## src/rtl/urv_decode_sb.sv

```systemverilog
// urv_decode_sb -- instruction decode stage with a register scoreboard.
//
// Decodes the fetched instruction into registered execute-stage fields and
// tracks multi-cycle results (loads, multiplies, shifts) in a small
// scoreboard. When a source operand depends on a pending result, or no slot
// is free for a new multi-cycle result, it requests a stall from fetch and
// inserts a bubble.
//
// Parameters:
//   g_slots      scoreboard entries (1..8)
//   g_load_lat   load result latency in cycles (1..7)
//   g_mul_lat    multiply result latency (1..7)
//   g_shift_lat  shifter result latency (1..7)
//
// Ports:
//   clk_i, rst_n_i     clock, asynchronous active-low reset
//   d_stall_i          downstream stall: hold all state
//   d_kill_i           flush: next captured x_valid_o is 0
//   d_stall_req_o      hazard stall request to fetch (combinational)
//   f_ir_i/f_pc_i/f_valid_i  fetched instruction, PC, valid
//   rf_rs1_o/rf_rs2_o  register file read addresses (combinational)
//   x_*                registered execute-stage fields
//   x_class_o          0 ALU, 1 LOAD, 2 STORE, 3 SHIFT, 4 MUL, 5 DIV, 6 CSR, 7 BR/JMP
//   sb_busy_o          one bit per register with a pending write
//   stat_stall_cnt_o   saturating count of hazard-stalled edges
//                      (only when URV_DECODE_STATS_EN is defined)

module urv_decode_sb #(
  parameter int unsigned g_slots     = 4,
  parameter int unsigned g_load_lat  = 2,
  parameter int unsigned g_mul_lat   = 2,
  parameter int unsigned g_shift_lat = 2
) (
  input  logic        clk_i,
  input  logic        rst_n_i,
  input  logic        d_stall_i,
  input  logic        d_kill_i,
  output logic        d_stall_req_o,
  input  logic [31:0] f_ir_i,
  input  logic [31:0] f_pc_i,
  input  logic        f_valid_i,
  output logic [4:0]  rf_rs1_o,
  output logic [4:0]  rf_rs2_o,
  output logic        x_valid_o,
  output logic [31:0] x_pc_o,
  output logic [4:0]  x_rd_o,
  output logic [4:0]  x_opcode_o,
  output logic [2:0]  x_fun_o,
  output logic [31:0] x_imm_o,
  output logic        x_rd_write_o,
  output logic [2:0]  x_class_o,
  output logic [31:0] sb_busy_o
`ifdef URV_DECODE_STATS_EN
  ,
  output logic [31:0] stat_stall_cnt_o
`endif
);

  typedef enum logic [4:0] {
    OPC_LOAD   = 5'b00000,
    OPC_OP_IMM = 5'b00100,
    OPC_AUIPC  = 5'b00101,
    OPC_STORE  = 5'b01000,
    OPC_OP     = 5'b01100,
    OPC_LUI    = 5'b01101,
    OPC_BRANCH = 5'b11000,
    OPC_JALR   = 5'b11001,
    OPC_JAL    = 5'b11011,
    OPC_SYSTEM = 5'b11100
  } opcode_t;

  typedef enum logic [2:0] {
    CLS_ALU, CLS_LOAD, CLS_STORE, CLS_SHIFT, CLS_MUL, CLS_DIV, CLS_CSR, CLS_BRJ
  } class_t;

  logic [4:0]  w_opc, w_rd, w_rs1, w_rs2;
  logic [2:0]  w_fun;
  logic [31:0] w_imm;
  class_t      w_class;
  logic        w_wr_op, w_rd_write, w_use_rs1, w_use_rs2;
  logic [2:0]  w_lat;
  logic        w_multi;
  logic        w_raw, w_all_valid, w_stall_req, w_cap_valid, w_do_alloc, w_taken;
  logic [31:0] w_busy;
  logic        w_alloc [g_slots];
  logic        w_unused;

  logic        r_sv   [g_slots];
  logic [4:0]  r_srd  [g_slots];
  logic [2:0]  r_scnt [g_slots];

  assign w_opc    = f_ir_i[6:2];
  assign w_rd     = f_ir_i[11:7];
  assign w_fun    = f_ir_i[14:12];
  assign w_rs1    = f_ir_i[19:15];
  assign w_rs2    = f_ir_i[24:20];
  assign w_unused = ^f_ir_i[1:0];

  assign rf_rs1_o = w_rs1;
  assign rf_rs2_o = w_rs2;

  always_comb begin
    w_imm     = '0;
    w_class   = CLS_ALU;
    w_wr_op   = 1'b0;
    w_use_rs1 = 1'b1;
    w_use_rs2 = 1'b0;
    case (w_opc)
      OPC_OP: begin
        w_wr_op   = 1'b1;
        w_use_rs2 = 1'b1;
        if (f_ir_i[31:25] == 7'b0000001)
          w_class = f_ir_i[14] ? CLS_DIV : CLS_MUL;
        else if (w_fun == 3'b001 || w_fun == 3'b101)
          w_class = CLS_SHIFT;
      end
      OPC_OP_IMM: begin
        w_wr_op = 1'b1;
        w_imm   = {{20{f_ir_i[31]}}, f_ir_i[31:20]};
        if (w_fun == 3'b001 || w_fun == 3'b101)
          w_class = CLS_SHIFT;
      end
      OPC_LOAD: begin
        w_wr_op = 1'b1;
        w_imm   = {{20{f_ir_i[31]}}, f_ir_i[31:20]};
        w_class = CLS_LOAD;
      end
      OPC_STORE: begin
        w_imm     = {{20{f_ir_i[31]}}, f_ir_i[31:25], f_ir_i[11:7]};
        w_class   = CLS_STORE;
        w_use_rs2 = 1'b1;
      end
      OPC_BRANCH: begin
        w_imm     = {{19{f_ir_i[31]}}, f_ir_i[31], f_ir_i[7], f_ir_i[30:25], f_ir_i[11:8], 1'b0};
        w_class   = CLS_BRJ;
        w_use_rs2 = 1'b1;
      end
      OPC_JALR: begin
        w_wr_op = 1'b1;
        w_imm   = {{20{f_ir_i[31]}}, f_ir_i[31:20]};
        w_class = CLS_BRJ;
      end
      OPC_JAL: begin
        w_wr_op   = 1'b1;
        w_imm     = {{11{f_ir_i[31]}}, f_ir_i[31], f_ir_i[19:12], f_ir_i[20], f_ir_i[30:21], 1'b0};
        w_class   = CLS_BRJ;
        w_use_rs1 = 1'b0;
      end
      OPC_LUI, OPC_AUIPC: begin
        w_wr_op   = 1'b1;
        w_imm     = {f_ir_i[31:12], 12'b0};
        w_use_rs1 = 1'b0;
      end
      OPC_SYSTEM: begin
        w_wr_op = (w_fun != 3'b000);
        w_class = CLS_CSR;
      end
      default: ;
    endcase
  end

  assign w_rd_write = w_wr_op && (w_rd != 5'd0);

  always_comb begin
    case (w_class)
      CLS_LOAD:  w_lat = 3'(g_load_lat);
      CLS_MUL:   w_lat = 3'(g_mul_lat);
      CLS_SHIFT: w_lat = 3'(g_shift_lat);
      default:   w_lat = 3'd1;
    endcase
  end

  assign w_multi = (w_lat > 3'd1);

  always_comb begin
    w_raw       = 1'b0;
    w_all_valid = 1'b1;
    w_busy      = '0;
    for (int unsigned i = 0; i < g_slots; i++) begin
      w_all_valid = w_all_valid & r_sv[i];
      if (r_sv[i]) begin
        w_busy[r_srd[i]] = 1'b1;
        if ((w_use_rs1 && w_rs1 != 5'd0 && w_rs1 == r_srd[i]) ||
            (w_use_rs2 && w_rs2 != 5'd0 && w_rs2 == r_srd[i]))
          w_raw = 1'b1;
      end
    end
    w_busy[0] = 1'b0;
  end

  // A slot retiring at this edge only becomes allocatable at the next one,
  // so a full scoreboard stalls any multi-cycle instruction even if an
  // entry is about to expire.
  assign w_stall_req = f_valid_i && !d_kill_i && (w_raw || (w_all_valid && w_multi));
  assign w_cap_valid = f_valid_i && !d_kill_i && !w_stall_req;
  assign w_do_alloc  = w_cap_valid && w_rd_write && w_multi;

  always_comb begin
    w_taken = 1'b0;
    for (int unsigned i = 0; i < g_slots; i++) begin
      w_alloc[i] = 1'b0;
      if (!r_sv[i] && !w_taken) begin
        w_alloc[i] = 1'b1;
        w_taken    = 1'b1;
      end
    end
  end

  assign d_stall_req_o = w_stall_req;
  assign sb_busy_o     = w_busy;

  always_ff @(posedge clk_i or negedge rst_n_i) begin
    if (!rst_n_i) begin
      x_valid_o    <= 1'b0;
      x_pc_o       <= '0;
      x_rd_o       <= '0;
      x_opcode_o   <= '0;
      x_fun_o      <= '0;
      x_imm_o      <= '0;
      x_rd_write_o <= 1'b0;
      x_class_o    <= '0;
    end else if (!d_stall_i) begin
      x_valid_o    <= w_cap_valid;
      x_pc_o       <= f_pc_i;
      x_rd_o       <= w_rd;
      x_opcode_o   <= w_opc;
      x_fun_o      <= w_fun;
      x_imm_o      <= w_imm;
      x_rd_write_o <= w_rd_write;
      x_class_o    <= w_class;
    end else if (d_kill_i) begin
      x_valid_o <= 1'b0;
    end
  end

  // Kill does not touch the slots: pending entries simply age out.
  always_ff @(posedge clk_i or negedge rst_n_i) begin
    if (!rst_n_i) begin
      for (int unsigned i = 0; i < g_slots; i++) begin
        r_sv[i]   <= 1'b0;
        r_srd[i]  <= '0;
        r_scnt[i] <= '0;
      end
    end else if (!d_stall_i) begin
      for (int unsigned i = 0; i < g_slots; i++) begin
        if (r_sv[i]) begin
          if (r_scnt[i] == 3'd1)
            r_sv[i] <= 1'b0;
          r_scnt[i] <= r_scnt[i] - 3'd1;
        end else if (w_do_alloc && w_alloc[i]) begin
          r_sv[i]   <= 1'b1;
          r_srd[i]  <= w_rd;
          r_scnt[i] <= w_lat - 3'd1;
        end
      end
    end
  end

`ifdef URV_DECODE_STATS_EN
  logic [31:0] r_stall_cnt;

  always_ff @(posedge clk_i or negedge rst_n_i) begin
    if (!rst_n_i)
      r_stall_cnt <= '0;
    else if (w_stall_req && !d_stall_i && r_stall_cnt != '1)
      r_stall_cnt <= r_stall_cnt + 32'd1;
  end

  assign stat_stall_cnt_o = r_stall_cnt;
`endif

endmodule

```

## config.mk

```make
export PLATFORM = sky130hd
export DESIGN_NAME = urv_decode_sb
export DESIGN_NICKNAME = d
export VERILOG_FILES = /design/src/rtl/urv_decode_sb.sv
export SDC_FILE = /design/constraint.sdc
export NUM_CORES = 1
export LEC_CHECK = 0
export BUFFER_PORTS_ARGS = -buffer_cell sky130_fd_sc_hd__buf_2
export CAP_MARGIN = 20
export CORE_ASPECT_RATIO = 0.8
export CORE_MARGIN = 2
export CORE_UTILIZATION = 34
export CTS_CLUSTER_SIZE = 30
export DETAILED_ROUTE_END_ITERATION = 12
export PLACE_DENSITY = 0.67
export SLEW_MARGIN = 20
export SYNTH_ARGS = -nofsm -noshare
export SYNTH_HDL_FRONTEND = slang
export SYNTH_SLANG_ARGS = --single-unit
```

## constraint.sdc

```tcl
create_clock -name clk_i -period 3.5 [get_ports clk_i]
set_input_delay 0.175 -clock clk_i [delete_from_list [all_inputs] [get_ports clk_i]]
set_output_delay 0.175 -clock clk_i [all_outputs]
set_load 0.005 [all_outputs]
```

# Yosys cells after proc, flatten, opt, wreduce, memory -nomap -nowiden
# Index checks and enable logic that the tools add are counted.
# op_classes
addsub	5
magnitude_cmp	9
n_eq_ne	28
n_mux	57
n_bitwise	11
n_reduce_logical	65
# op_table
cell	n
case mux 32 bit (5 select lines)	1
2-to-1 mux 32 bit	4
bitwise OR 32 bit	3
== test 5 bit	8
2-to-1 mux 1 bit	35
logical AND 1 bit	28
2-to-1 mux 3 bit	9
< comparator 5 x 6 -> 1 bit (second input constant)	4
demux 1 bit (select 5 bit)	4
== test 5 bit (second input constant)	4
>= comparator 5 x 1 -> 1 bit (second input constant)	4
== test 3 x 1 -> 1 bit (second input constant)	6
case mux 3 bit (6 select lines)	1
== test 5 x 4 -> 1 bit (second input constant)	3
nonzero test 5 bit	3
OR reduction 3 bit	5
subtractor 3 x 1 -> 3 bit (second input constant)	5
AND reduction 3 bit	4
== test 5 x 3 -> 1 bit (second input constant)	2
AND reduction 2 bit	4
nonzero test 2 bit	4
== test 7 x 1 -> 1 bit (second input constant)	1
logical NOT 1 bit	7
OR reduction 7 bit	1
other kinds (12)	25
# word_totals
register_bits	118
inputBits	69
output_inout_bits	125
wordCells	195

# Depth between registers and ports, before layout
# Gate-level depths: netlist of run 1.
# logic_depth
ltp_word	23
ltp_mapped	10
mapped_depth_nobuf	7

# Least setup slack after synthesis of run 1
# Ideal clock, no wire load.
# synth_timing
path_type	register to register
from	register r_srd[10] (netlist name)
to	register r_srd[0] (netlist name)
setup_ns	0.125
arrival_ns	2.046
t_required_ns	3.375
setup_slack_ns	1.330
path_stages_with_launch	9
n_path_buf	1
synth_period_minus_slack_ns	2.170
path_cell_list	dfrtp_1 clkbuf_1 xor2_1 nor4_1 nand3_1 nand4_1 a32o_2 nor4_4 mux2_2
# synth_via
elab_chain_len	17
word_cells_on_any_way	19
classes_between	2 x eq/ne; 6 x mux; 11 x reduce/logical
# synth_lines
item	line_no	text
start: declaration	89	logic [4:0] r_srd [g_slots];
start signal: indexed assignment	252	r_srd[i] <= w_rd;
== test 5 bit, on equally long branches	183, 184	
logical AND 1 bit, on equally long branches	183, 184	
logical OR 1 bit (*)	183	if ((w_use_rs1 && w_rs1 != 5'd0 && w_rs1 == r_srd[i]) ||
2-to-1 mux 1 bit (*)	183	
2-to-1 mux 1 bit (*)	181	if (r_sv[i]) begin
2-to-1 mux 1 bit	183	
2-to-1 mux 1 bit (*)	181	
2-to-1 mux 1 bit	183	
2-to-1 mux 1 bit (*)	181	
logical OR 1 bit (*)	194	assign w_stall_req = f_valid_i && !d_kill_i && (w_raw || (w_all_valid && w_multi));
logical AND 1 bit (*)	194	
logical NOT 1 bit (*)	195	assign w_cap_valid = f_valid_i && !d_kill_i && !w_stall_req;
logical AND 1 bit (*)	195	
logical AND 1 bit (*) (2 in a row)	196	assign w_do_alloc = w_cap_valid && w_rd_write && w_multi;
logical AND 1 bit (*)	250	end else if (w_do_alloc && w_alloc[i]) begin
AND reduction 3 bit (no line) (*)	-	
# Every way passes the cells marked *; elsewhere a longest branch is shown, timed or not.
# A chain may end at the register's enable or synchronous reset.

# Final worst setup path of run 1
# layout_timing
from	register r_sv[3] (netlist name)
to	output port sb_busy_o[4]
# layout_via
elab_chain_len	7
# layout_lines
item	line_no	text
start: declaration	88	logic r_sv [g_slots];
start signal: indexed assignment	240	r_sv[i] <= 1'b0;
start signal: indexed assignment	248	r_sv[i] <= 1'b0;
start signal: indexed assignment	251	r_sv[i] <= 1'b1;
2-to-1 mux 32 bit (*)	181	
bitwise OR 32 bit (no line)	-	
2-to-1 mux 32 bit (*)	181	
bitwise OR 32 bit (no line)	-	
2-to-1 mux 32 bit (*)	181	
bitwise OR 32 bit (no line)	-	
2-to-1 mux 32 bit (*)	181	
end: declaration	52	output logic [31:0] sb_busy_o
# Marked as above.

==> summary.md, run 1 <==
| Metric | Value |
|---|---|
| First-pass GRT wire length | `31.2 mm` |
| Hold WS | `16.1 ps` |
| Pins Over Slew Limit | `0` |
| Clk_lat worst skew | `420 ps` |
| Ys async rst share | `between 90% and 100%` |
| Layout area overhead | `28.1%` |
| Mapped Area | `slightly below 0.007 sq mm` |
| IO Port Bufs | `190` |
| Setup violation total in the final timing report | `0` |
| Clock buffer count from CTS | `17` |
| Setup TNS | `0 ps` |
| Pin count of the biggest net entering global routing | `between 100 and 150` |
| Dpl hpwl | `between 10 and 15 mm` |
| Syn Nets | `745` |
| Clock period minus worst slack | `between 2000 and 3000 ps` |
| Slew HR | `a little over a quarter` |
| Synthesized instance count | `between 600 and 700` |
| WS Path Type | `reg -> out` |
| Vias in the first global route | `approximately 5700` |
| Depth of the CTS H-tree | `4` |
| Antenna diodes | `0` |
| Main flop type after synthesis | `dfrtp_1` |
| Fmax | `around 360 MHz` |
| Post-Route WL | `20.6 mm` |
| Clock input transition at the sequential cells of the worst setup and hold paths | `60 ps` |
| Final setup margin | `approximately 740 ps` |
| Seq/Total Area, Yosys | `approximately 43%` |
| Setup bufs post-CTS | `0` |
| Via count | `a little over 6000` |
| PD cells | `roughly 450 mW/mm^2` |
| Detail Route Antenna Nets | `0` |
| Flops & latches, synth | `between 100 and 150` |
| Initial antenna violation count | `0` |
| Placer Congestion | `around 0.83` |
| First-pass iteration count of the detailed router | `5` |
| Clock Root Buffer | `clkbuf_16` |
| Clock sink count | `118` |
| Drt drc | `0` |
| RSZ-0062 raised after global routing | `no` |
| Setup crit start kind | `flip-flop` |
| Area contributors post-synth | `dfrtp_1 (43%), mux2_2 (11%), xor2_1 (4.5%)` |
| Initial DRC Count | `around 670` |
| Nets | `919` |
| Pre-CTS setup slack | `~700 ps` |
| Arr. time, crit path | `about 2600 ps` |
| Core footprint | `approximately 0.020 sq mm` |
| Longest Clk Path Bufs | `2` |
| Syn_area_per_cell | `a little over 10 sq um` |
| Endpoints failing hold | `0` |
| Leak | `4.18 nW` |
| Post_cts resized | `0` |
| Crit Path Max Fanout | `10` |
| Vias per inst | `~5.5` |
| Synth unique cells | `60` |
| Hold depth | `2` |
| Yosys warns | `0` |
| Overflow after GRT | `0` |
| Die span in y | `~130 um` |
| Worst Tran Pin Value | `around 1100 ps` |
| Final Util | `44.4%` |
| Data required time of the worst path | `about 3300 ps` |
| CTS tree | `built` |
| Worst Skew | `around 23 ps` |
| Initial Utilization | `between 30% and 40%` |
| Worst vdd ir | `around 250 uV` |
| Die area | `0.0213 sq mm` |
| Ports | `between 150 and 200` |
| Hold crit path type | `in -> reg` |
| Worst r2r path cells | `7` |
| Row count | `46` |
| Most area-hungry cell type in the Yosys netlist | `dfrtp_1` |
| Hold buffer count at cts | `33` |
| Status | `finished, final reports clean` |
| DIE WIDTH | `roughly 160 um` |
| Share of the synthesized area in the top cell type | `around 43%` |
| Total track usage | `between 10% and 20%` |
| Crit share post-route | `between 70 and 80%` |
| Number of synthesized flops with an enable pin | `0` |
| Fraction of layout cells with a size suffix above 1 | `between 30% and 40%` |
| DR WL/cell | `18.4 um` |
| Max_cap viols | `0` |
| Critical Path Sink Type | `output port` |
-- cells in the mapped netlist (all sizes together) (10+ instances only) --
master,instances
dfrtp,118
mux2,66
buf,45
nand2,41
xor2,35
clkbuf,30
o22ai,29
nor2,28
o21ai,25
a221o,23
a22o,17
a21oi,16
nand3,15
inv,14
nor4,13
a22oi,12
nand3b,12
a21o,11
nand2b,11
nor3,10
nor3b,10
-- path summary, 6_finish.rpt --
kind	end	slack [ps]	start
min in group asynchronous	x_imm_o[9]$_DFFE_PN0N_	150	rst_n_i
setup / recovery	sb_busy_o[4]	740	r_sv[3]$_DFFE_PN0N_
setup reg to reg	r_srd[6]$_DFFE_PN0P_	870	r_srd[17]$_DFFE_PN0P_
hold reg to reg	x_imm_o[27]$_DFFE_PN0N_	480	x_imm_o[27]$_DFFE_PN0N_
hold / removal	x_imm_o[7]$_DFFE_PN0N_	20	f_ir_i[27]
max in group asynchronous	r_scnt[0]$_DFFE_PN0P_	2490	rst_n_i
-- critical path: stages, from the launching register on --
cell and delay, ps:
dfrtp_1 590, inv_1 230, nor3_1 820, a22oi_1 210, o221ai_1 150, buf_2 160
-- flip-flops by register name (all words and copies together), names as in the netlist --
signal and cells:
x_imm_o 32, x_pc_o 32, r_srd 20, r_scnt 12
x_opcode_o 5, x_rd_o 5, r_sv 4, x_class_o 3
x_fun_o 3, x_rd_write_o 1, x_valid_o 1
-- report_power, final --
group | total [W] | switching (W) | internal, W
clock network | 0.00181 | 0.000620 | 0.00119
registers | 0.00159 | 0.000109 | 0.00148
logic | 0.000578 | 0.000313 | 0.000265
-- cells in the final DEF (no fill, tap or decap), types with 10 or more instances in the layout --
master,instances
nand2_1,41
buf_2,188
a22o_1,17
a221o_1,23
inv_1,14
dfrtp_1,118
o22ai_1,29
nand2b_1,11
clkbuf_16,17
xor2_1,35
nand3b_1,11
nand3_1,14
a21o_1,11
o21ai_0,25
nor2_1,28
a21oi_1,16
a22oi_1,12
nor3_1,10
dlygate4sd3_1,34
nor3b_1,10
mux2_2,66
-- layer usage --
metal	vias to the layer above	wire length, um	global-route usage [%]
met2	320	9360	28.1
met1	3006	9180	26.5
met4	0	188	4.95
met3	30	1820	5.11
li1	2785	-	-
met5	-	0	0
-- metrics by stage --
stage	instances	cell area [sq um]	total power, W
floorplan	668	6860	0.00191
global placement	1053	7830	0.00214
detailed placement	1053	7830	0.00216
global route	1118	8780	0.00416
CTS	1117	8770	0.00401
finish	1118	8780	0.00398
-- layout make-up --
type                    instances  area [sq um]
clock buffers                  23           488
clock inverters                 8           121
fillers                      1905         11000
inverters                      14          52.6
multi-input cells             461          3480
flip-flops and latches        118          2950
well taps                     264           330
repair buffers                230          1350
-- logic make-up after synthesis --
family          share of synthesized area, %
mux                                     11.4
buf+inv                                 6.15
compound gates                          17.6
simple gates                            14.8
xor+xnor                                5.49
other cells                           0.0547
flops                                   43.0
fa+ha+maj                               1.46
(Power assumes the default switching activity.)
==> inputs of run 2 (changes only) <==
--- a/config.mk
+++ b/config.mk
@@ -12,7 +12,7 @@
 export CORE_UTILIZATION = 34
 export CTS_CLUSTER_SIZE = 30
 export DETAILED_ROUTE_END_ITERATION = 12
-export PLACE_DENSITY = 0.67
+export PLACE_DENSITY = 0.69
 export SLEW_MARGIN = 20
 export SYNTH_ARGS = -nofsm -noshare
 export SYNTH_HDL_FRONTEND = slang
==> constraint.sdc (replaced) <==
create_clock -name clk_i -period 2.5 [get_ports clk_i]
set_input_delay 0.125 -clock clk_i [delete_from_list [all_inputs] [get_ports clk_i]]
set_output_delay 0.125 -clock clk_i [all_outputs]
set_load 0.005 [all_outputs]
==> run 2 against run 1 <==
Sequential power up 39%. Utilization up 1.9 points. Die area unchanged. Worst hold slack better by 24 ps. Sequential share of layout area down 1.3 points. Clock skew down 14 ps. Global-route usage up 0.73 points. Via count up 2.8%. Critical path depth up 4. Clock-buffer cell count down 3.
==> summary.md, run 2 (synthesized netlist as in run 1, its figures left out) <==
| Metric | Value |
|---|---|
| Vias per inst | `5.44 (was 5.49)` |
| Hold crit path type | `in -> reg (unchanged)` |
| Setup crit start kind | `flip-flop (unchanged)` |
| Ports | `194 (unchanged)` |
| Total track usage | `19.4% (was 18.7%)` |
| Slew HR | `48.0% (was 26.9%)` |
| Commonest non-fill, non-tap cell in the layout | `buf_2 (unchanged)` |
| Max_cap viols | `0 (unchanged)` |
| Met1 Use GR | `26.4% (was 26.5%)` |
| Die span in y | `131 um (unchanged)` |
| Pins Over Slew Limit | `0 (unchanged)` |
| GRT busiest layer | `met2 (unchanged)` |
| Crit Path Max Fanout | `9 (was 10)` |
| Clock input transition at the sequential cells of the worst setup and hold paths | `50 ps (was 60 ps)` |
| Depth of the CTS H-tree | `4 (unchanged)` |
| DIE WIDTH | `163 um (unchanged)` |
| # fillers | `1860 (was 1905)` |
| Critical Path Sink Type | `flip-flop (was output port)` |
| Setup TNS | `0 ps (unchanged)` |
| Drt drc | `0 (unchanged)` |
| PD cells | `609 mW/mm^2 (was 453 mW/mm^2)` |
| Pin count of the biggest net entering global routing | `123 (was 107)` |
| Vias in the first global route | `6142 (was 5670)` |
| Reg area | `0.00296 sq mm (was 0.00295 sq mm)` |
| Worst vdd ir | `364 uV (was 250 uV)` |
| Via count | `6311 (was 6141)` |
| Clock Root Buffer | `clkbuf_16 (unchanged)` |
| Status | `finished, final reports clean (unchanged)` |
| Die area | `0.0213 sq mm (unchanged)` |
| Multi-input logic area | `0.00349 sq mm (was 0.00348 sq mm)` |
| First-pass GRT wire length | `32.4 mm (was 31.2 mm)` |
| Initial antenna violation count | `0 (unchanged)` |
| Endpoints failing hold | `0 (unchanged)` |
| Clock period minus worst slack | `between 2000 and 2500 ps` |
| Worst Skew | `8.77 ps (was 23.2 ps)` |
| Fraction of layout cells with a size suffix above 1 | `39.0% (was 36.1%)` |
| Tot Pwr | `0.00557 W (was 0.00398 W)` |
| Layout area overhead | `33.4% (was 28.1%)` |
| Final Util | `46.2% (was 44.4%)` |
| Setup violation total in the final timing report | `0 (unchanged)` |
| Biggest registers after layout | `x_imm_o (32), x_pc_o (32), r_srd (20) (unchanged)` |
| Nets | `964 (was 919)` |
| Initial Utilization | `34.6% (unchanged)` |
| Leak | `4.39 nW (was 4.18 nW)` |
| Post-Route WL | `21.1 mm (was 20.6 mm)` |
| Crit share post-route | `a little over nine tenths` |
| Placer Congestion | `0.892 (was 0.827)` |
| Clock sink count | `118 (unchanged)` |
| Data required time of the worst path | `2790 ps (was 3320 ps)` |
| Clk_lat worst skew | `410 ps (was 420 ps)` |
| First-pass iteration count of the detailed router | `5 (unchanged)` |
| Row count | `46 (unchanged)` |
| DR WL/cell | `18.1 um (was 18.4 um)` |
| RSZ-0062 raised after global routing | `no (unchanged)` |
| Most frequent cells in the layout | `buf_2 (188), dfrtp_1 (114), mux2_2 (66) (was buf_2 (188), dfrtp_1 (118), mux2_2 (66))` |
| Core footprint | `0.0198 sq mm (unchanged)` |
| CTS tree | `built (unchanged)` |
| M2 GR Usage | `29.8% (was 28.1%)` |
| Detail Route Antenna Nets | `0 (unchanged)` |
| Worst Tran Pin Value | `779 ps (was 1090 ps)` |
| Longest Clk Path Bufs | `2 (unchanged)` |
| Dpl hpwl | `14.2 mm (was 13.5 mm)` |
| WS Path Type | `reg -> reg (was reg -> out)` |
| Clock buffer count from CTS | `17 (unchanged)` |
| Antenna diodes | `0 (unchanged)` |
| Fmax | `roughly 420 MHz` |
| Grt met3 use | `5.71% (was 5.11%)` |
| Initial DRC Count | `669 (was 667)` |
| Overflow after GRT | `0 (unchanged)` |
| IO Port Bufs | `190 (unchanged)` |
| Arr. time, crit path | `2680 ps (was 2580 ps)` |
[run 2: worst paths after layout]
path                                    startpoint                 endpoint  slack, ps  depth (start not counted)
min in group asynchronous                  rst_n_i    x_pc_o[2]$_DFFE_PN0N_        280                          2
max                           r_srd[0]$_DFFE_PN0P_     r_srd[4]$_DFFE_PN0P_        110                          9
min                                     f_ir_i[27]  x_imm_o[27]$_DFFE_PN0N_         40                          3
max reg2reg                   r_srd[0]$_DFFE_PN0P_     r_srd[4]$_DFFE_PN0P_        110                          9
min reg2reg                x_imm_o[24]$_DFFE_PN0N_  x_imm_o[24]$_DFFE_PN0N_        480                          2
max in group asynchronous                  rst_n_i    r_srd[11]$_DFFE_PN0P_       1440                          3
[run 2: cell type report]
| type | count | share of cell area, % |
|---|---|---|
| flip-flops and latches | 118 | 32.3 |
| clock inverters | 9 | 1.39 |
| repair buffers | 275 | 18.8 |
| well taps | 264 | 3.61 |
| clock buffers | 20 | 5.10 |
| multi-input cells | 461 | 38.2 |
| inverters | 14 | 0.574 |
[run 2: critical path, cell delays in order, from the launching register on]
cell	delay [ps]
dfrtp_1	500
xor2_1	180
nor4_1	70
nand3_1	90
nand4_1	110
a32o_2	300
buf_4	180
nor4_4	260
buf_4	210
mux2_2	350
[run 2: metrics by stage]
step / setup WS [ps] / instances / hold slack, ps / area [sq um]
detailed placement: 68.9 / 1088 / 210 / 8110
global route: 6.91 / 1161 / 38.5 / 9150
finish: 113 / 1161 / 40.4 / 9150
CTS: 46.2 / 1160 / 20.8 / 9130
floorplan: 330 / 668 / -171 / 6860
global placement: 76.4 / 1088 / 207 / 8110
[run 2: timing repair]
item | CTS | global route
resized for setup | 0 | 5
hold endpoints to repair | 89 | 0
pin swaps | 1 | 2
endpoints found under the setup margin | 1 | 16
hold buffers | 42 | 0
setup buffers | 1 | 1
gates cloned | 0 | 0
[run 2: per-layer routing]
| layer | share of wire (%) | up-vias |
|---|---|---|
| met5 | 0 | - |
| met1 | 44 | 3054 |
| met3 | 8.5 | 44 |
| li1 | - | 2879 |
| met2 | 45 | 334 |
| met4 | 1.9 | 0 |
[run 2: power breakdown]
group	internal (W)	switching (W)
registers	0.00207	0.000137
clock network	0.00162	0.000854
logic	0.000416	0.000469
total	0.00411	0.00146
